### src/rtl/nfc_data_out_sequencer_if.sv
// Bundled control, status and capture-path signals of the NV-DDR data-out sequencer.
// NFC_DATAOUT_LATENCY_EN adds the oLatency status bus.
interface nfc_data_out_sequencer_if;
    logic        iStart;
    logic [15:0] iBeatCount;
    logic        iAbort;
    logic        oReady;
    logic        oDone;
    logic        oError;
    logic [1:0]  oErrorCode;
    logic        iPI_DelayReady;
    logic        oPI_BufferReset;
    logic        oPI_Buff_WE;
    logic        oRE_n;
    logic        iPI_Buff_Valid;
    logic        iPI_Buff_Ready;
    logic        iPI_Buff_Last;
`ifdef NFC_DATAOUT_LATENCY_EN
    logic [15:0] oLatency;
`endif

    modport master (
        output iStart, iBeatCount, iAbort, iPI_DelayReady,
               iPI_Buff_Valid, iPI_Buff_Ready, iPI_Buff_Last,
`ifdef NFC_DATAOUT_LATENCY_EN
        input  oLatency,
`endif
        input  oReady, oDone, oError, oErrorCode,
               oPI_BufferReset, oPI_Buff_WE, oRE_n
    );

    modport slave (
        input  iStart, iBeatCount, iAbort, iPI_DelayReady,
               iPI_Buff_Valid, iPI_Buff_Ready, iPI_Buff_Last,
`ifdef NFC_DATAOUT_LATENCY_EN
        output oLatency,
`endif
        output oReady, oDone, oError, oErrorCode,
               oPI_BufferReset, oPI_Buff_WE, oRE_n
    );
endinterface

### src/rtl/nfc_data_out_sequencer.sv
// Sequences one NV-DDR data-out burst: buffer reset, RE_n preamble/toggle/postamble, beat drain.
// Optional NFC_DATAOUT_LATENCY_EN reports start-to-completion latency on oLatency.
module nfc_data_out_sequencer #(
    parameter int unsigned BufferResetCycles = 4,
    parameter int unsigned PreambleCycles    = 2,
    parameter int unsigned PostambleCycles   = 2,
    parameter int unsigned DrainTimeout      = 256
) (
    input  logic                           iSystemClock,
    input  logic                           iModuleReset_n,
    nfc_data_out_sequencer_if.slave        bus
);

    typedef enum logic [3:0] {
        S_IDLE, S_WAITDLY, S_BRST, S_PRE, S_TOGGLE, S_POST,
        S_DRAIN, S_DONE, S_ERR, S_ABORT, S_ABRST
    } state_t;

    localparam logic [16:0] BRST_LAST  = 17'(BufferResetCycles - 1);
    localparam logic [16:0] PRE_LAST   = 17'(PreambleCycles - 1);
    localparam logic [16:0] POST_LAST  = 17'(PostambleCycles - 1);
    localparam logic [16:0] DRAIN_LAST = 17'(DrainTimeout - 1);

    state_t      r_state, w_next;
    logic [15:0] r_n;
    logic [15:0] r_beats;
    logic [16:0] r_cnt;
    logic        r_last_seen;
    logic [1:0]  r_err_code, w_err_code;

    logic        w_beat, w_last_beat, w_last_any, w_counting, w_burst, w_tog_last;
    logic [15:0] w_beats_next;

    assign w_beat       = bus.iPI_Buff_Valid & bus.iPI_Buff_Ready;
    assign w_last_beat  = w_beat & bus.iPI_Buff_Last;
    assign w_last_any   = r_last_seen | w_last_beat;
    assign w_beats_next = (w_beat && (r_beats != '1)) ? r_beats + 16'd1 : r_beats;
    assign w_counting   = (r_state == S_BRST) || (r_state == S_PRE) || (r_state == S_TOGGLE)
                       || (r_state == S_POST) || (r_state == S_DRAIN);
    assign w_burst      = w_counting || (r_state == S_WAITDLY);
    assign w_tog_last   = (r_cnt == ({r_n, 1'b0} - 17'd1));

    always_ff @(posedge iSystemClock or negedge iModuleReset_n) begin
        if (!iModuleReset_n) begin
            r_state    <= S_IDLE;
            r_err_code <= 2'b00;
        end else begin
            r_state    <= w_next;
            r_err_code <= w_err_code;
        end
    end

    always_comb begin
        w_next     = r_state;
        w_err_code = r_err_code;
        case (r_state)
            S_IDLE: begin
                if (bus.iStart) begin
                    w_next     = (bus.iBeatCount == 16'd0) ? S_DONE : S_WAITDLY;
                    w_err_code = 2'b00;
                end
            end
            S_WAITDLY: if (bus.iPI_DelayReady) w_next = S_BRST;
            S_BRST:    if (r_cnt == BRST_LAST) w_next = S_PRE;
            S_PRE:     if (r_cnt == PRE_LAST)  w_next = S_TOGGLE;
            S_TOGGLE:  if (w_tog_last)         w_next = S_POST;
            S_POST:    if (r_cnt == POST_LAST) w_next = S_DRAIN;
            S_DRAIN: begin
                // A Last recorded before DRAIN is judged here against the running beat total.
                if (w_last_any && (w_beats_next == r_n)) begin
                    w_next = S_DONE;
                end else if (w_last_any && (w_beats_next < r_n)) begin
                    w_next     = S_ERR;
                    w_err_code = 2'b10;
                end else if (w_beats_next > r_n) begin
                    w_next     = S_ERR;
                    w_err_code = 2'b11;
                end else if (r_cnt == DRAIN_LAST) begin
                    w_next     = S_ERR;
                    w_err_code = 2'b01;
                end
            end
            S_DONE:  w_next = S_IDLE;
            S_ERR:   w_next = S_IDLE;
            S_ABORT: w_next = S_ABRST;
            S_ABRST: begin
                if (r_cnt == BRST_LAST) begin
                    w_next     = S_ERR;
                    w_err_code = 2'b00;
                end
            end
            default: w_next = S_IDLE;
        endcase
        // Abort only interrupts an active burst; the cleanup and pulse states run to completion.
        if (w_burst && bus.iAbort) begin
            w_next     = S_ABORT;
            w_err_code = r_err_code;
        end
    end

    always_ff @(posedge iSystemClock or negedge iModuleReset_n) begin
        if (!iModuleReset_n) begin
            r_n         <= '0;
            r_beats     <= '0;
            r_cnt       <= '0;
            r_last_seen <= 1'b0;
        end else begin
            r_cnt <= (w_next != r_state) ? '0 : r_cnt + 17'd1;
            if ((r_state == S_IDLE) && bus.iStart) begin
                r_n         <= bus.iBeatCount;
                r_beats     <= '0;
                r_last_seen <= 1'b0;
            end else if (w_counting) begin
                r_beats <= w_beats_next;
                if (w_last_beat) r_last_seen <= 1'b1;
            end
        end
    end

    assign bus.oReady          = (r_state == S_IDLE);
    assign bus.oDone           = (r_state == S_DONE);
    assign bus.oError          = (r_state == S_ERR);
    assign bus.oErrorCode      = r_err_code;
    assign bus.oPI_BufferReset = (r_state == S_BRST) || (r_state == S_ABRST);
    assign bus.oPI_Buff_WE     = (r_state == S_PRE) || (r_state == S_TOGGLE) || (r_state == S_POST);
    assign bus.oRE_n           = !((r_state == S_PRE) || ((r_state == S_TOGGLE) && r_cnt[0]));

`ifdef NFC_DATAOUT_LATENCY_EN
    logic [15:0] r_lat_cnt, r_latency;
    logic [15:0] w_lat_inc;

    assign w_lat_inc = (r_lat_cnt == '1) ? '1 : r_lat_cnt + 16'd1;

    // The acceptance cycle counts as one, so the pulse cycle reports r_lat_cnt + 1.
    always_ff @(posedge iSystemClock or negedge iModuleReset_n) begin
        if (!iModuleReset_n) begin
            r_lat_cnt <= '0;
            r_latency <= '0;
        end else begin
            if ((r_state == S_IDLE) && bus.iStart) r_lat_cnt <= 16'd1;
            else if (r_state != S_IDLE)            r_lat_cnt <= w_lat_inc;
            if ((r_state == S_DONE) || (r_state == S_ERR)) r_latency <= w_lat_inc;
        end
    end

    assign bus.oLatency = r_latency;
`endif

endmodule

### src/flat_wrapper.sv
// flat-port wrapper written by rule: the top's interface ports become plain ports
module nfc_data_out_sequencer_flat 
#(
    parameter int unsigned BufferResetCycles = 4,
    parameter int unsigned PreambleCycles    = 2,
    parameter int unsigned PostambleCycles   = 2,
    parameter int unsigned DrainTimeout      = 256
)
  (iSystemClock, iModuleReset_n, bus_iStart, bus_iBeatCount, bus_iAbort, bus_iPI_DelayReady, bus_iPI_Buff_Valid, bus_iPI_Buff_Ready, bus_iPI_Buff_Last, bus_oReady, bus_oDone, bus_oError, bus_oErrorCode, bus_oPI_BufferReset, bus_oPI_Buff_WE, bus_oRE_n);
  nfc_data_out_sequencer_if bus_i ();
  input  logic iSystemClock;
  input  logic iModuleReset_n;
  input wire logic [$bits(bus_i.iStart)-1:0] bus_iStart;
  input wire logic [$bits(bus_i.iBeatCount)-1:0] bus_iBeatCount;
  input wire logic [$bits(bus_i.iAbort)-1:0] bus_iAbort;
  input wire logic [$bits(bus_i.iPI_DelayReady)-1:0] bus_iPI_DelayReady;
  input wire logic [$bits(bus_i.iPI_Buff_Valid)-1:0] bus_iPI_Buff_Valid;
  input wire logic [$bits(bus_i.iPI_Buff_Ready)-1:0] bus_iPI_Buff_Ready;
  input wire logic [$bits(bus_i.iPI_Buff_Last)-1:0] bus_iPI_Buff_Last;
  output wire logic [$bits(bus_i.oReady)-1:0] bus_oReady;
  output wire logic [$bits(bus_i.oDone)-1:0] bus_oDone;
  output wire logic [$bits(bus_i.oError)-1:0] bus_oError;
  output wire logic [$bits(bus_i.oErrorCode)-1:0] bus_oErrorCode;
  output wire logic [$bits(bus_i.oPI_BufferReset)-1:0] bus_oPI_BufferReset;
  output wire logic [$bits(bus_i.oPI_Buff_WE)-1:0] bus_oPI_Buff_WE;
  output wire logic [$bits(bus_i.oRE_n)-1:0] bus_oRE_n;
  assign bus_i.iStart = bus_iStart;
  assign bus_i.iBeatCount = bus_iBeatCount;
  assign bus_i.iAbort = bus_iAbort;
  assign bus_i.iPI_DelayReady = bus_iPI_DelayReady;
  assign bus_i.iPI_Buff_Valid = bus_iPI_Buff_Valid;
  assign bus_i.iPI_Buff_Ready = bus_iPI_Buff_Ready;
  assign bus_i.iPI_Buff_Last = bus_iPI_Buff_Last;
  assign bus_oReady = bus_i.oReady;
  assign bus_oDone = bus_i.oDone;
  assign bus_oError = bus_i.oError;
  assign bus_oErrorCode = bus_i.oErrorCode;
  assign bus_oPI_BufferReset = bus_i.oPI_BufferReset;
  assign bus_oPI_Buff_WE = bus_i.oPI_Buff_WE;
  assign bus_oRE_n = bus_i.oRE_n;
  nfc_data_out_sequencer #(.BufferResetCycles(BufferResetCycles), .PreambleCycles(PreambleCycles), .PostambleCycles(PostambleCycles), .DrainTimeout(DrainTimeout)) u_core (.iSystemClock(iSystemClock), .iModuleReset_n(iModuleReset_n), .bus(bus_i));
endmodule
### config.mk
export PLATFORM = sky130hd
export DESIGN_NAME = nfc_data_out_sequencer_flat
export DESIGN_NICKNAME = d
export VERILOG_FILES = /design/src/rtl/nfc_data_out_sequencer_if.sv /design/src/rtl/nfc_data_out_sequencer.sv /design/src/flat_wrapper.sv
export SDC_FILE = /design/constraint.sdc
export NUM_CORES = 1
export LEC_CHECK = 0
export CAP_MARGIN = 20
export CELL_PAD_IN_SITES_DETAIL_PLACEMENT = 1
export CELL_PAD_IN_SITES_GLOBAL_PLACEMENT = 2
export CORE_ASPECT_RATIO = 1.1
export CORE_MARGIN = 2
export CORE_UTILIZATION = 39
export DETAILED_ROUTE_END_ITERATION = 8
export PLACE_DENSITY_LB_ADDON = 0.1
export RECOVER_POWER = 25
export SLEW_MARGIN = 10
export SYNTH_ARGS = -nofsm -noshare
export SYNTH_HDL_FRONTEND = slang
export SYNTH_SLANG_ARGS = --single-unit
### constraint.sdc
create_clock -name iSystemClock -period 10.5 [get_ports iSystemClock]
set_clock_uncertainty 0.15 [all_clocks]
set_input_delay 2.1 -clock iSystemClock [delete_from_list [all_inputs] [get_ports iSystemClock]]
set_output_delay 2.1 -clock iSystemClock [all_outputs]
set_load 0.01 [all_outputs]
## Word-level counts from Yosys, hierarchy flattened

Cells that the tools add are included.

| cells by class | value |
|---|---|
| add/sub/neg operators | 3 |
| $lt $le $gt $ge | 2 |
| eq/ne operators | 21 |
| multiplexer cells | 28 |
| bitwise logic cells | 4 |
| reduce and logical (&&, ||, !) cells | 23 |

Operators by type and width:

| operator | number |
|---|---|
| $mux W16 | 3 |
| $mux W4 | 12 |
| $pmux W4 S9 | 1 |
| $add A17 B1 Y17 const B | 1 |
| $eq A17 B1 Y1 const B | 1 |
| $eq A17 B17 Y1 | 1 |
| $eq A17 B2 Y1 const B | 1 |
| $eq A17 B8 Y1 const B | 1 |
| $mux W17 | 1 |
| $sub A17 B1 Y17 const B | 1 |
| $add A16 B1 Y16 const B | 1 |
| $eq A16 B16 Y1 | 1 |
| $eq A4 B3 Y1 const B | 4 |
| $gt A16 B16 Y1 | 1 |
| $logic_not A16 Y1 | 1 |
| $lt A16 B16 Y1 | 1 |
| $ne A16 B16 Y1 const B | 1 |
| $eq A4 B4 Y1 const B | 3 |
| $mux W2 | 6 |
| $logic_or A1 B1 Y1 | 9 |
| $eq A4 B2 Y1 const B | 2 |
| $logic_and A1 B1 Y1 | 6 |
| $pmux W2 S3 | 1 |
| $reduce_and A6 Y1 | 1 |
| other kinds (15) | 20 |

| storage, ports and cells | value |
|---|---|
| register bits | 56 |
| input bits | 24 |
| output and inout bits | 8 |
| word-level logic and storage cells | 87 |

## Longest topological paths before layout

Gate-level depths: netlist of the first run.

| logic depth | value |
|---|---|
| depth after elaboration | 11 |
| mapped depth | 18 |
| mapped depth without buffers | 15 |

## Worst setup path before layout of the first run

Ideal clock, no wire load.

| path | value |
|---|---|
| path kind | input -> register |
| start point | input port bus_iPI_Buff_Valid |
| end point | register u_core.r_cnt[10] |
| setup time | 134 ps |
| arrival | 5829 ps |
| required time | 10216 ps |
| path slack | 4386 ps |
| cell stages on the path | 15 |
| path buffers | 2 |
| path through | nand2_1 a2111oi_0 nor2b_1 clkbuf_1 nand2_1 xnor2_1 ha_1 nand4_1 or4b_2 a311o_1 o21ai_0 o31a_1 o2bb2ai_1 clkbuf_1 nor3_1 |

| on the way | value |
|---|---|
| cells in the longest elaborated chain, start to end | 11 |
| elaborated cells between the ends (all ways) | 17 |
| those cells by class | order compare (2); eq/ne (2); mux (7); bitwise (3); reduce/logical (3) |

Ends and longest elaborated chain:

| item | line | text |
|---|---|---|
| start, declared | flat_wrapper.sv:17 | `input wire logic [$bits(bus_i.iPI_Buff_Valid)-1:0] bus_iPI_Buff_Valid;` |
| $and A1 B1 Y1 (*) | nfc_data_out_sequencer.sv:34 | `assign w_beat = bus.iPI_Buff_Valid & bus.iPI_Buff_Ready;` |
| $logic_and A1 B1 Y1 | nfc_data_out_sequencer.sv:37 | `assign w_beats_next = (w_beat && (r_beats != '1)) ? r_beats + 16'd1 : r_beats;` |
| $mux W16 | nfc_data_out_sequencer.sv:37 |  |
| $gt A16 B16 Y1 / $lt A16 B16 Y1 (equally long branches) | nfc_data_out_sequencer.sv:75, nfc_data_out_sequencer.sv:72 |  |
| $mux W4 / $logic_and A1 B1 Y1 (equally long branches) | nfc_data_out_sequencer.sv:75, nfc_data_out_sequencer.sv:72 |  |
| $mux W4 | nfc_data_out_sequencer.sv:72 | `end else if (w_last_any && (w_beats_next < r_n)) begin` |
| $mux W4 (*) | nfc_data_out_sequencer.sv:70 | `if (w_last_any && (w_beats_next == r_n)) begin` |
| $pmux W4 S9 (*) | nfc_data_out_sequencer.sv:56 | `case (r_state)` |
| $mux W4 (*) | nfc_data_out_sequencer.sv:95 | `if (w_burst && bus.iAbort) begin` |
| $ne A4 B4 Y1 (*) | nfc_data_out_sequencer.sv:108 | `r_cnt <= (w_next != r_state) ? '0 : r_cnt + 17'd1;` |
| $mux W17 (*) | nfc_data_out_sequencer.sv:108 |  |
| end signal, assigned | nfc_data_out_sequencer.sv:108 |  |
| end, declared | nfc_data_out_sequencer.sv:27 | `logic [16:0] r_cnt;` |

Every way passes the cells marked *; elsewhere a longest branch is shown, timed or not.
A chain may end at the register's enable or synchronous reset.

## Worst setup path after layout of the first run

| path | value |
|---|---|
| start point | input port bus_iPI_Buff_Valid |
| end point | register u_core.r_cnt[0] |

The elaborated chain is that of the path after synthesis.

==> results of run 1 <==
## cell families after synthesis
| family | count (synthesis) |
|---|---|
| mux | 4 |
| compound gates | 114 |
| fa+ha+maj | 20 |
| flops | 56 |
| buf+inv | 50 |
| xor+xnor | 45 |
| simple gates | 235 |
## cell usage after synthesis, types with 10 or more instances
library cell	n
a21oi_1	22
nand4_1	20
nor2_1	41
o21ai_0	38
xor2_1	15
dfrtp_1	56
inv_1	21
clkbuf_1	26
nor3_1	26
nor4_1	12
nand3_1	17
o31ai_1	10
xnor2_1	30
ha_1	20
nand2_1	56
and2_1	10
and3_1	13
## stage by stage
| stage | total power [mW] | area [um2] | cells |
|---|---|---|---|
| after floorplan | 0.6996 | 4275 | 524 |
| after global placement | 0.8506 | 4673 | 676 |
| after detailed placement | 0.8627 | 4673 | 676 |
| after CTS | 1.038 | 4811 | 683 |
| after global routing | 1.123 | 4807 | 683 |
| final | 1.024 | 4807 | 683 |
## power breakdown
group / switching (mW) / internal, mW
combinational: 0.304 / 0.199
sequential: 0.0917 / 0.260
clock: 0.0810 / 0.0885
## path summary, 6_finish.rpt
| path | cells past startpoint | endpoint | slack [ps] | startpoint |
|---|---|---|---|---|
| worst max-delay path | 15 | u_core.r_cnt[0]$_DFF_PN0_ | 3560 | bus_iPI_Buff_Valid |
| worst min-delay path | 1 | u_core.r_beats[10]$_DFFE_PN0P_ | 380 | u_core.r_beats[10]$_DFFE_PN0P_ |
| worst max register to register | 15 | u_core.r_cnt[0]$_DFF_PN0_ | 4890 | u_core.r_beats[8]$_DFFE_PN0P_ |
| worst min register to register | 1 | u_core.r_beats[10]$_DFFE_PN0P_ | 380 | u_core.r_beats[10]$_DFFE_PN0P_ |
| max in group asynchronous | 2 | u_core.r_n[0]$_DFFE_PN0P_ | 5660 | iModuleReset_n |
| min in group asynchronous | 2 | u_core.r_cnt[15]$_DFF_PN0_ | 2770 | iModuleReset_n |
## worst reg2reg max path, cell delays in order, from the launching register on
cell       delay (ps)
dfrtp_1           470
and3_1            260
and3_1            250
a2111oi_0         790
nor2b_1           570
nand2_1           170
xnor2_1           160
ha_1              310
nand4_1           250
or4b_2            800
a311o_1           370
o21ai_0           170
a2bb2oi_1         120
o2bb2ai_1         140
buf_4             200
nor4b_1           300
## flip-flops by register name, indices dropped and copies added, names as in the netlist
name / count
u_core.r_beats: 16
u_core.r_n: 16
u_core.r_state: 4
u_core.bus.oErrorCode: 2
u_core.r_last_seen: 1
u_core.r_cnt: 17
## routing by layer
layer  GRT usage [%]  up-vias  share of wire, %
li1                -     1927                 -
met1           28.70     1886                48
met2           35.96       34                49
met3           2.400       13               1.6
met4           5.946        0               1.9
met5               0        -                 0
## cell type report
type                            count  share of cell area, %
Timing Repair Buffer               34                  6.741
Clock inverter                      1                 0.1822
Clock buffer                        6                  2.681
Multi-Input combinational cell    418                  55.78
Inverter                           21                  1.640
Tap cell                          147                  3.826
Sequential cell                    56                  29.15
==> summary.log, run 1 <==
[setup_path] arrival time worst endpoint 6980 ps
[global_route] global-route wire length before repair 20,290 um
[logic_synthesis] multiplexer area fraction after synthesis 1.054%
[die] area of the core 0.01081 mm2
[setup_path] startpoint-to-endpoint class of the critical path in -> reg
[logic_synthesis] flip-flop and latch count after synthesis 56
[logic_synthesis] basic-gate share of the synthesized area counting and, or, nand and nor cells 28.94%
[setup_path] Buffers & Inverters on Critical Path 2
[setup_path] highest fanout seen on the critical path 17
[logic_synthesis] instance count of the mapped netlist 524
[job] max cap viols 1
[global_route] largest net degree at the start of global routing 57
[clock_tree] clock-pin slew on the worst setup and hold paths 80 ps
[logic_synthesis] fraction of post-synthesis cell area in the top cell type by area 32.78%
[global_route] vias in the first global route 3,840
[logic_synthesis] post-synthesis compound-gate area fraction 17.56%
[final_layout] Multi-input gate area 0.002681 mm2
[logic_synthesis] most area-hungry cell type in the Yosys netlist dfrtp_1
[die] number of rows created at floorplan 40
[status] violations in the final reports capacitance limit, slew limit
[status] run status complete, but fails checks
[die] vertical extent of the die 113.8 um
[clock_tree] worst-case clock buffer depth 2
[logic_synthesis] Synthesis Warnings 0
[setup_path] endpoint kind of the worst setup timing path flip-flop
[place] HPWL after detailed placement 9419 um
[clock_tree] Root Driver clkbuf_16
[drt] total length of routed wires 12,080 um
[timing] number of endpoints with negative hold slack in the final report 0
[drt] average wire per cell in the routed design 17.69 um
[timing] worst max-slew margin expressed relative to the limit -108.2%
[global_route] total global routing overflow 0
[logic_synthesis] XOR/XNOR share of the synthesized area 9.219%
[die] full die area 0.01182 mm2
[clock_tree] count of clock tree sinks 56
[timing] worst hold slack 378.3 ps
[final_layout] synthesis-to-finish area growth 12.44%
[timing] aggregate negative setup slack 0 ps
[setup_path] kind of launch point of the worst setup path input port
[clock_tree] number of setup buffers added after CTS 0
[clock_tree] latest clock arrival within the worst-skew pair 300 ps
[drt] iteration count of the initial detailed-routing pass 4
[logic_synthesis] post-synthesis cell type count 61
[die] I/O pins 32
[drt] Routed Antenna Nets 0
[place] pre-CTS setup slack 3264 ps
[logic_synthesis] number of synthesized flops with an enable pin 0
[logic_synthesis] adder and majority cell fraction of the synthesized area 5.853%
[logic_synthesis] cell area after synthesis 0.004275 mm2
[timing] Finish-stage setup viols 0
[timing] highest attainable clock frequency 0.1440 GHz
[drt] number of design rule violations left after detail routing 0
[global_route] number of antenna violations at the first check in global routing 0
[setup_path] most used cell, CP nand2_1
[setup_path] worst stage delay on the critical path 800 ps
[clock_tree] CTS H-tree depth 2
[logic_synthesis] proportion of register bits with asynchronous set or reset after synthesis 100.0%
[setup_path] cell chain of the critical path clkdlybuf4s50_1 > nand2_1 > a2111oi_0 > nor2b_1 > nand2_1 > xnor2_1 > ha_1 > nand4_1 > or4b_2 > a311o_1 > o21ai_0 > a2bb2oi_1 > o2bb2ai_1 > buf_4 > nor4b_1
[die] Die X-Extent 103.8 um
[setup_path] family with the most delay on the worst path simple AND/OR/NAND/NOR gates
[timing] crit path time final 6944 ps
[global_route] global-route usage over all layers 21.18%
[timing] setup repair after global routing missed its margin no
[drt] DRC violation total after the first TritonRoute iteration 130
[place] number of buffer cells added on primary ports 31
[power] largest vdd supply drop 0.09712 mV
[clock_tree] hold-fix buffer count after cts 0
[die] effective utilization at floorplan 39.55%
[final_layout] Antenna Cells 0
[logic_synthesis] combinational family with the most area after synthesis simple AND/OR/NAND/NOR gates
[final_layout] fraction of final layout cells sized beyond drive strength 1 4.291%
[logic_synthesis] leading post-synthesis cells by cell area dfrtp_1 (33%), xnor2_1 (6.1%), ha_1 (5.9%)
[setup_path] slowest stage cell, crit path or4b_2
[drt] routed via count divided by cell count 5.652
[place] gpl congestion 0.7792
[final_layout] core occupancy in the finished layout 44.47%
[final_layout] area occupied by registers 0.001401 mm2
[clock_tree] number of gates resized after cts 0
[logic_synthesis] mean instance size in the synthesized netlist 8.159 um2
[logic_synthesis] portion of the post-synthesis area used by sequential elements 32.78%
[timing] pins over their slew limit 57
[min_path] type of the worst min-delay path reg -> reg
[final_layout] final net count 580
[clock_tree] TritonCTS clock tree yes
[timing] share of the cycle needed by the critical path after routing 66.13%
[power] static leakage 1.931 nW
[clock_tree] CTS buffer count 5
[setup_path] required time of the worst setup path 10,540 ps
[power] total power divided by cell area 213.0 mW/mm2
[drt] Via Count 3,860
[final_layout] Filler Cells Inserted 1,341
[timing] Tightest Pin Transition 3123 ps
[logic_synthesis] dominant synthesized flop cell dfrtp_1
[final_layout] commonest non-fill, non-tap cells in the layout nand2_1 (56), dfrtp_1 (56), nor2_1 (41)
[logic_synthesis] net count of the mapped netlist 568
[timing] least setup slack across all paths after layout 3557 ps
(Power assumes the default switching activity.)
==> inputs of run 2 (changes only) <==
CORE_UTILIZATION = 32   (was 39)
clock period = 6.2 ns   (was 10.5 ns; I/O delays follow)
==> run 2 against run 1 <==
The flow still finishes with violations (capacitance limit, slew limit). Critical path depth rose by 2. Die area rose by 21%. Flip-flop and latch count did not move. First-iteration DRC count fell by 12%. Final cell count rose by 3.2%. Critical path type unchanged.
==> summary.log, run 2 (synthesized netlist as in run 1, its figures left out) <==
[status] run status complete, but fails checks
[status] violations in the final reports capacitance limit, slew limit
[min_path] type of the worst min-delay path reg -> reg
[job] max cap viols 1 [unchanged]
[die] full die area 0.01430 mm2 [+21%]
[power] total power divided by cell area 361.6 mW/mm2 [+70%]
[die] area of the core 0.01310 mm2 [+21%]
[timing] worst max-slew margin expressed relative to the limit -113.8% [-5.6 points]
[timing] highest attainable clock frequency 0.1834 GHz
[setup_path] most used cell, CP buf_4
[final_layout] post-layout instance area 0.004882 mm2 [+1.6%]
[place] pre-CTS setup slack 393.9 ps [-2870 ps]
[clock_tree] latest clock arrival within the worst-skew pair 310 ps [about the same]
[timing] Tightest Pin Transition 3207 ps [+83.99 ps]
[setup_path] cell chain of the critical path clkdlybuf4s50_1 > nand2_1 > a2111oi_0 > buf_4 > nor2b_1 > buf_4 > nand2_1 > xnor2_1 > ha_1 > nand4_1 > or4b_2 > a311o_1 > o21ai_0 > a2bb2oi_1 > o2bb2ai_1 > buf_4 > nor4b_1
[clock_tree] number of setup buffers added after CTS 0 [unchanged]
[final_layout] Antenna Cells 0 [unchanged]
[drt] iteration count of the initial detailed-routing pass 4 [unchanged]
[clock_tree] worst-case clock buffer depth 2 [unchanged]
[drt] Via Count 3,925 [+1.7%]
[place] post-place instance area 0.004743 mm2 [+1.5%]
[setup_path] endpoint kind of the worst setup timing path flip-flop
[clock_tree] CTS buffer count 5 [unchanged]
[setup_path] arrival time worst endpoint 5500 ps [-1480 ps]
[clock_tree] count of clock tree sinks 56 [unchanged]
[drt] average wire per cell in the routed design 18.36 um [+3.8%]
[timing] crit path time final 5453 ps
[final_layout] largest registers u_core.r_cnt: 17 flops, u_core.r_beats: 16 flops, u_core.r_n: 16 flops
[clock_tree] CTS H-tree depth 2 [unchanged]
[timing] worst hold slack 373.2 ps [-5.034 ps]
[drt] Routed Antenna Nets 0 [unchanged]
[die] I/O pins 32 [unchanged]
[timing] number of endpoints with negative hold slack in the final report 0 [unchanged]
[die] vertical extent of the die 125.2 um [+10%]
[setup_path] startpoint-to-endpoint class of the critical path in -> reg
[global_route] number of antenna violations at the first check in global routing 0 [unchanged]
[final_layout] flip-flop count of the largest register after layout 17 [unchanged]
[clock_tree] clock-pin slew on the worst setup and hold paths 80 ps [about the same]
[final_layout] final net count 587 [+1.2%]
[setup_path] family with the most delay on the worst path simple AND/OR/NAND/NOR gates
[final_layout] Biggest register u_core.r_cnt
[drt] routed via count divided by cell count 5.567 [-1.5%]
[clock_tree] number of gates resized after cts 0 [unchanged]
[drt] DRC violation total after the first TritonRoute iteration 115 [-12%]
[timing] pins over their slew limit 57 [unchanged]
[place] number of buffer cells added on primary ports 31 [unchanged]
[setup_path] required time of the worst setup path 6240 ps [-4300 ps]
[die] effective utilization at floorplan 32.63% [-6.9 points]
[setup_path] highest fanout seen on the critical path 17 [unchanged]
[setup_path] Buffers & Inverters on Critical Path 4 [+2]
[final_layout] synthesis-to-finish area growth 14.19%
[power] static leakage 1.970 nW [+2.0%]
[place] HPWL after detailed placement 9937 um [+5.5%]
[setup_path] worst stage delay on the critical path 800 ps [about the same]
[die] number of rows created at floorplan 44 [+10%]
[global_route] largest net degree at the start of global routing 57 [unchanged]
[drt] total length of routed wires 12,940 um [+7.1%]
[setup_path] slowest stage cell, crit path or4b_2
[drt] number of design rule violations left after detail routing 0 [unchanged]
[final_layout] Filler Cells Inserted 1,573 [+17%]
[clock_tree] TritonCTS clock tree yes
[global_route] vias in the first global route 4,111 [+7.1%]
[clock_tree] Root Driver clkbuf_16
[clock_tree] hold-fix buffer count after cts 0 [unchanged]
[power] largest vdd supply drop 0.1256 mV [+29%]
[final_layout] commonest non-fill, non-tap cells in the layout nand2_1 (56), dfrtp_1 (56), nor2_1 (41)
[global_route] total global routing overflow 0 [unchanged]
[final_layout] fraction of final layout cells sized beyond drive strength 1 5.699% [+1.4 points]
[place] gpl congestion 0.8256 [+6.0%]
[timing] share of the cycle needed by the critical path after routing 87.96%
[timing] setup repair after global routing missed its margin no
[timing] aggregate negative setup slack 0 ps [unchanged]
[power] Total Power Consumption 1.765 mW [+72%]
[timing] least setup slack across all paths after layout 746.7 ps [-2810 ps]
[setup_path] kind of launch point of the worst setup path input port
[global_route] global-route usage over all layers 19.23% [-1.9 points]
[setup_path] reg2reg setup slack 1190 ps [-3700 ps]
[global_route] global-route wire length before repair 21,910 um [+8.0%]
[timing] Finish-stage setup viols 0 [unchanged]
[die] Die X-Extent 114.2 um [+10%]
## run 2: changes by cell type in the layout (fill, tap and decap cells not counted), sizes merged
cell    previous run  this run
buf                3        10
clkinv             0         1
## run 2: path summary, 6_finish.rpt
| path | startpoint | endpoint | depth (start not counted) |
|---|---|---|---|
| max | bus_iPI_Buff_Valid | u_core.r_cnt[2]$_DFF_PN0_ | 17 |
| min | u_core.r_beats[10]$_DFFE_PN0P_ | u_core.r_beats[10]$_DFFE_PN0P_ | 1 |
| max reg2reg | u_core.r_beats[8]$_DFFE_PN0P_ | u_core.r_cnt[2]$_DFF_PN0_ | 17 |
| min reg2reg | u_core.r_beats[10]$_DFFE_PN0P_ | u_core.r_beats[10]$_DFFE_PN0P_ | 1 |
| max in group asynchronous | iModuleReset_n | u_core.r_state[0]$_DFF_PN0_ | 2 |
| min in group asynchronous | iModuleReset_n | u_core.r_cnt[15]$_DFF_PN0_ | 2 |
## run 2: through the flow
step	cells	utilization, %
after floorplan	524	-
after global placement	697	36.20
after detailed placement	697	36.20
after CTS	705	37.29
after global routing	705	37.26
final	705	37.26
## run 2: per-layer routing
layer  vias to the layer above  share of wire [%]  track usage, %
met5                         -                  0               0
met4                         0               0.82           3.372
met3                         6                2.0           3.248
met2                        33                 50           32.70
met1                      1942                 48           25.92
li1                       1944                  -               -
## run 2: final cells by class
cell class                 instances  area, um2  area share, %
multi-input combinational        418       2681          54.92
sequential                        56       1401          28.70
timing repair buffer              41      376.6          7.714
tap                              161      201.4          4.126
clock buffer                       6      128.9          2.640
inverter                          21      78.83          1.615
clock inverter                     2      13.76         0.2819
## run 2: power breakdown
group,switching (mW),internal [mW],leakage [nW]
Clock,0.144,0.151,0.0712
Sequential,0.138,0.441,0.748
Combinational,0.548,0.342,1.15
Total,0.830,0.935,1.97
==> inputs of run 3 (changes only) <==
ABC_AREA = 1   (was default)
CORE_UTILIZATION = 31   (was 32)
==> run 3 against run 2 <==
The run still ends with capacitance limit, slew limit left. Maximum frequency grew 12%. Combinational power rose by 7.3%. Largest cell class unchanged. Worst setup slack gained 600 ps. Core utilization is 0.22 points lower. Sequential power shrank 5.0%. Critical path type unchanged. First-iteration DRC count up 51%. Register-to-register slack better by 710 ps. Final cell count increased by 17%. Sequential share of layout area decreased by 0.31 points. Via count is 2.3% lower. Global-route usage fell by 0.72 points. Critical path depth up 7.
==> summary.log, run 3 <==
[setup_path] required time of the worst setup path 6240 ps [about the same]
[timing] aggregate negative setup slack 0 ps [unchanged]
[logic_synthesis] synth cell count leaders nand2_1 (156), inv_1 (86), nor2_1 (82), dfrtp_1 (56), nand3_1 (46)
[drt] DRC violation total after the first TritonRoute iteration 174 [+51%]
[clock_tree] CTS H-tree depth 2 [unchanged]
[logic_synthesis] post-synthesis cell type count 35 [-43%]
[timing] least setup slack across all paths after layout 1347 ps [+600.6 ps]
[final_layout] fraction of final layout cells sized beyond drive strength 1 8.696% [+3.0 points]
[clock_tree] number of setup buffers added after CTS 0 [unchanged]
[global_route] global-route usage over all layers 18.51% [-0.72 points]
[power] Comb pwr share 52.0% [+1.5 points]
[timing] number of endpoints with negative hold slack in the final report 0 [unchanged]
[die] I/O pins 32 [unchanged]
[setup_path] kind of launch point of the worst setup path input port
[power] switching power of the nets 0.8806 mW [+6.1%]
[clock_tree] worst-case clock buffer depth 2 [unchanged]
[power] Cell Int Power 0.9600 mW [+2.6%]
[logic_synthesis] instance count of the mapped netlist 611 [+17%]
[setup_path] endpoint kind of the worst setup timing path flip-flop
[logic_synthesis] dominant synthesized flop cell dfrtp_1
[place] cell count after placement 820 [+18%]
[drt] total length of routed wires 12,440 um [-3.9%]
[drt] routed via count divided by cell count 4.630 [-17%]
[logic_synthesis] mean instance size in the synthesized netlist 6.989 um2 [-14%]
[die] number of rows created at floorplan 44 [unchanged]
[setup_path] Buffers & Inverters on Critical Path 1 [-3]
[place] HPWL after detailed placement 10,270 um [+3.4%]
[drt] Routed Antenna Nets 0 [unchanged]
[place] gpl congestion 0.7887 [-4.5%]
[logic_synthesis] leading post-synthesis cells by cell area dfrtp_1 (33%), nand2_1 (14%), xor2_1 (7.6%)
[drt] iteration count of the initial detailed-routing pass 4 [unchanged]
[final_layout] leading cell type in the layout, fill and taps excluded nand2_1
[power] largest vdd supply drop 0.1498 mV [+19%]
[final_layout] Biggest register u_core.r_cnt
[global_route] global-route wire length before repair 21,250 um [-3.0%]
[final_layout] Antenna Cells 0 [unchanged]
[logic_synthesis] cell area after synthesis 0.004270 mm2 [-0.12%]
[timing] worst max-slew margin expressed relative to the limit -114.7% [-0.88 points]
[final_layout] flip-flop count of the largest register after layout 17 [unchanged]
[setup_path] cell chain of the critical path clkdlybuf4s50_1 > nand3_1 > nor2_1 > nand4_1 > nor2_1 > nand3_1 > xor2_1 > ha_1 > nand2_1 > nor2_1 > nand2_1 > nor2_1 > nand2_1 > nor2_4 > nor2_1 > nand2_1 > o21bai_4 > nand2_1 > nand2_1 > nand2_1 > nand2_2 > nor2_4 > nand2_4 > nor2_1
[setup_path] arrival time worst endpoint 4890 ps [-610 ps]
[final_layout] Finished Layout Cells 828 [+17%]
[logic_synthesis] fraction of post-synthesis cell area in the top cell type by area 32.82% [+0.038 points]
[die] area of the core 0.01332 mm2 [+1.7%]
[die] vertical extent of the die 127.1 um [+1.5%]
[logic_synthesis] proportion of register bits with asynchronous set or reset after synthesis 100.0% [unchanged]
[power] net switching fraction of the power 47.84% [+0.82 points]
[min_path] type of the worst min-delay path reg -> reg
[final_layout] synthesis-to-finish area growth 15.56%
[timing] Finish-stage setup viols 0 [unchanged]
[logic_synthesis] most area-hungry cell type in the Yosys netlist dfrtp_1
[clock_tree] Root Driver clkbuf_16
[power] total power divided by cell area 373.0 mW/mm2 [+3.2%]
[clock_tree] CTS buffer count 5 [unchanged]
[die] effective utilization at floorplan 32.05% [-0.58 points]
[setup_path] worst stage delay on the critical path 480 ps [-320 ps]
[setup_path] highest fanout seen on the critical path 17 [unchanged]
[global_route] total global routing overflow 0 [unchanged]
[timing] worst hold slack 364.0 ps [-9.240 ps]
[logic_synthesis] count leader, synth nand2_1
[drt] number of design rule violations left after detail routing 0 [unchanged]
[logic_synthesis] portion of the post-synthesis area used by sequential elements 32.82% [+0.038 points]
[status] run status complete, but fails checks
[setup_path] startpoint-to-endpoint class of the critical path in -> reg
[drt] Via Count 3,834 [-2.3%]
[global_route] vias in the first global route 4,106 [-0.12%]
[clock_tree] TritonCTS clock tree yes
[clock_tree] clock-pin slew on the worst setup and hold paths 80 ps [about the same]
[timing] setup repair after global routing missed its margin no
[timing] Tightest Pin Transition 3220 ps [+13.19 ps]
[power] part of the power in the clock network 18.1% [+1.4 points]
[clock_tree] latest clock arrival within the worst-skew pair 310 ps [about the same]
[logic_synthesis] net count of the mapped netlist 655 [+15%]
[timing] pins over their slew limit 57 [unchanged]
[power] static leakage 2.415 nW [+23%]
[global_route] number of antenna violations at the first check in global routing 0 [unchanged]
[clock_tree] count of clock tree sinks 56 [unchanged]
[final_layout] commonest non-fill, non-tap cells in the layout nand2_1 (156), inv_1 (86), nor2_1 (82)
[place] number of buffer cells added on primary ports 31 [unchanged]
[power] sequential share of power 29.9% [-2.9 points]
[final_layout] final net count 687 [+17%]
[global_route] largest net degree at the start of global routing 57 [unchanged]
[clock_tree] number of gates resized after cts 0 [unchanged]
[timing] highest attainable clock frequency 0.2061 GHz [+12%]
[setup_path] family with the most delay on the worst path simple AND/OR/NAND/NOR gates
[status] violations in the final reports capacitance limit, slew limit
[timing] share of the cycle needed by the critical path after routing 78.27% [-9.7 points]
[power] Total Power Consumption 1.841 mW [+4.3%]
[logic_synthesis] Synthesis Warnings 0 [unchanged]
[clock_tree] hold-fix buffer count after cts 0 [unchanged]
[setup_path] most used cell, CP nand2_1
[drt] average wire per cell in the routed design 15.02 um [-18%]
[place] pre-CTS setup slack 931.8 ps [+537.9 ps]
[setup_path] slowest stage cell, crit path clkdlybuf4s50_1
[logic_synthesis] number of synthesized flops with an enable pin 0 [unchanged]
[die] full die area 0.01473 mm2 [+3.0%]
[timing] crit path time final 4853 ps [-600.6 ps]
[die] Die X-Extent 115.9 um [+1.5%]
[final_layout] largest registers u_core.r_cnt: 17 flops, u_core.r_beats: 16 flops, u_core.r_n: 16 flops
[job] max cap viols 1 [unchanged]
[logic_synthesis] flip-flop and latch count after synthesis 56 [unchanged]
[run 3: changes by cell type after synthesis, sizes merged, moves of 10 or more]
cell	change
a21oi	-11
and2	-10
inv	+76
nand3	+31
nand4	-15
clkbuf	-20
nor2	+62
nor4	-11
nand2	+106
nor3	-17
xnor2	-25
and3	-13
xor2	+22
[run 3: worst reg2reg max path: cells and delay by family, from the launching register on]
| kind | cells | cell delay, ps |
|---|---|---|
| AO/OA/AOI/OAI | 1 | 120 |
| XOR/XNOR | 1 | 170 |
| adder cells (fa/ha/maj) | 2 | 510 |
| flip-flops | 1 | 410 |
| AND/OR/NAND/NOR | 23 | 2810 |
[run 3: layout make-up]
class | instances | area (um2)
Clock buffer | 5 | 125.1
Fill cell | 1725 | 8388
Tap cell | 184 | 230.2
Inverter | 98 | 367.9
Timing Repair Buffer | 32 | 309.0
Sequential cell | 56 | 1401
Clock inverter | 3 | 42.54
Multi-Input combinational cell | 450 | 2459
[run 3: power groups by stage]
stage	registers [mW]	clock network (mW)	logic, mW
2_1_floorplan	0.525	0	0.736
3_3_place_gp	0.557	0	0.951
3_5_place_dp	0.559	0	0.973
4_1_cts	0.553	0.349	0.977
5_1_grt	0.568	0.359	1.12
6_report	0.550	0.334	0.956
[run 3: worst paths after layout]
path / start / to / slack, ps / cells past startpoint
worst max-delay path: bus_iPI_Buff_Valid / u_core.r_cnt[1]$_DFF_PN0_ / 1350 / 24
worst min-delay path: u_core.bus.oErrorCode[0]$_DFFE_PN0P_ / u_core.bus.oErrorCode[0]$_DFFE_PN0P_ / 360 / 2
worst max register to register: u_core.r_beats[1]$_DFFE_PN0P_ / u_core.r_cnt[1]$_DFF_PN0_ / 1900 / 27
worst min register to register: u_core.bus.oErrorCode[0]$_DFFE_PN0P_ / u_core.bus.oErrorCode[0]$_DFFE_PN0P_ / 360 / 2
max in group asynchronous: iModuleReset_n / u_core.r_state[1]$_DFF_PN0_ / 2140 / 2
min in group asynchronous: iModuleReset_n / u_core.r_n[2]$_DFFE_PN0P_ / 1930 / 2
[run 3: layer usage]
layer	GRT usage, %	share of wire (%)
met2	31.27	48
met4	3.992	1.1
met3	2.941	2.1
met1	24.97	48
met5	0	0
[run 3: through the flow]
step           utilization [%]  cell area [um2]
2_1_floorplan                -             4270
3_3_place_gp             35.81             4771
3_5_place_dp             35.81             4771
4_1_cts                  37.07             4938
5_1_grt                  37.04             4935
6_report                 37.04             4935
[run 3: cell families (layout without fill, tap and decap cells)]
family,Yosys count,in the layout,synth area share (%)
buffers and inverters,105,138,9.610
adder cells (fa/ha/maj),20,20,5.860
AO/OA/AOI/OAI,56,56,7.472
AND/OR/NAND/NOR,332,332,35.63
XOR/XNOR,42,42,8.614
flip-flops,56,56,32.82
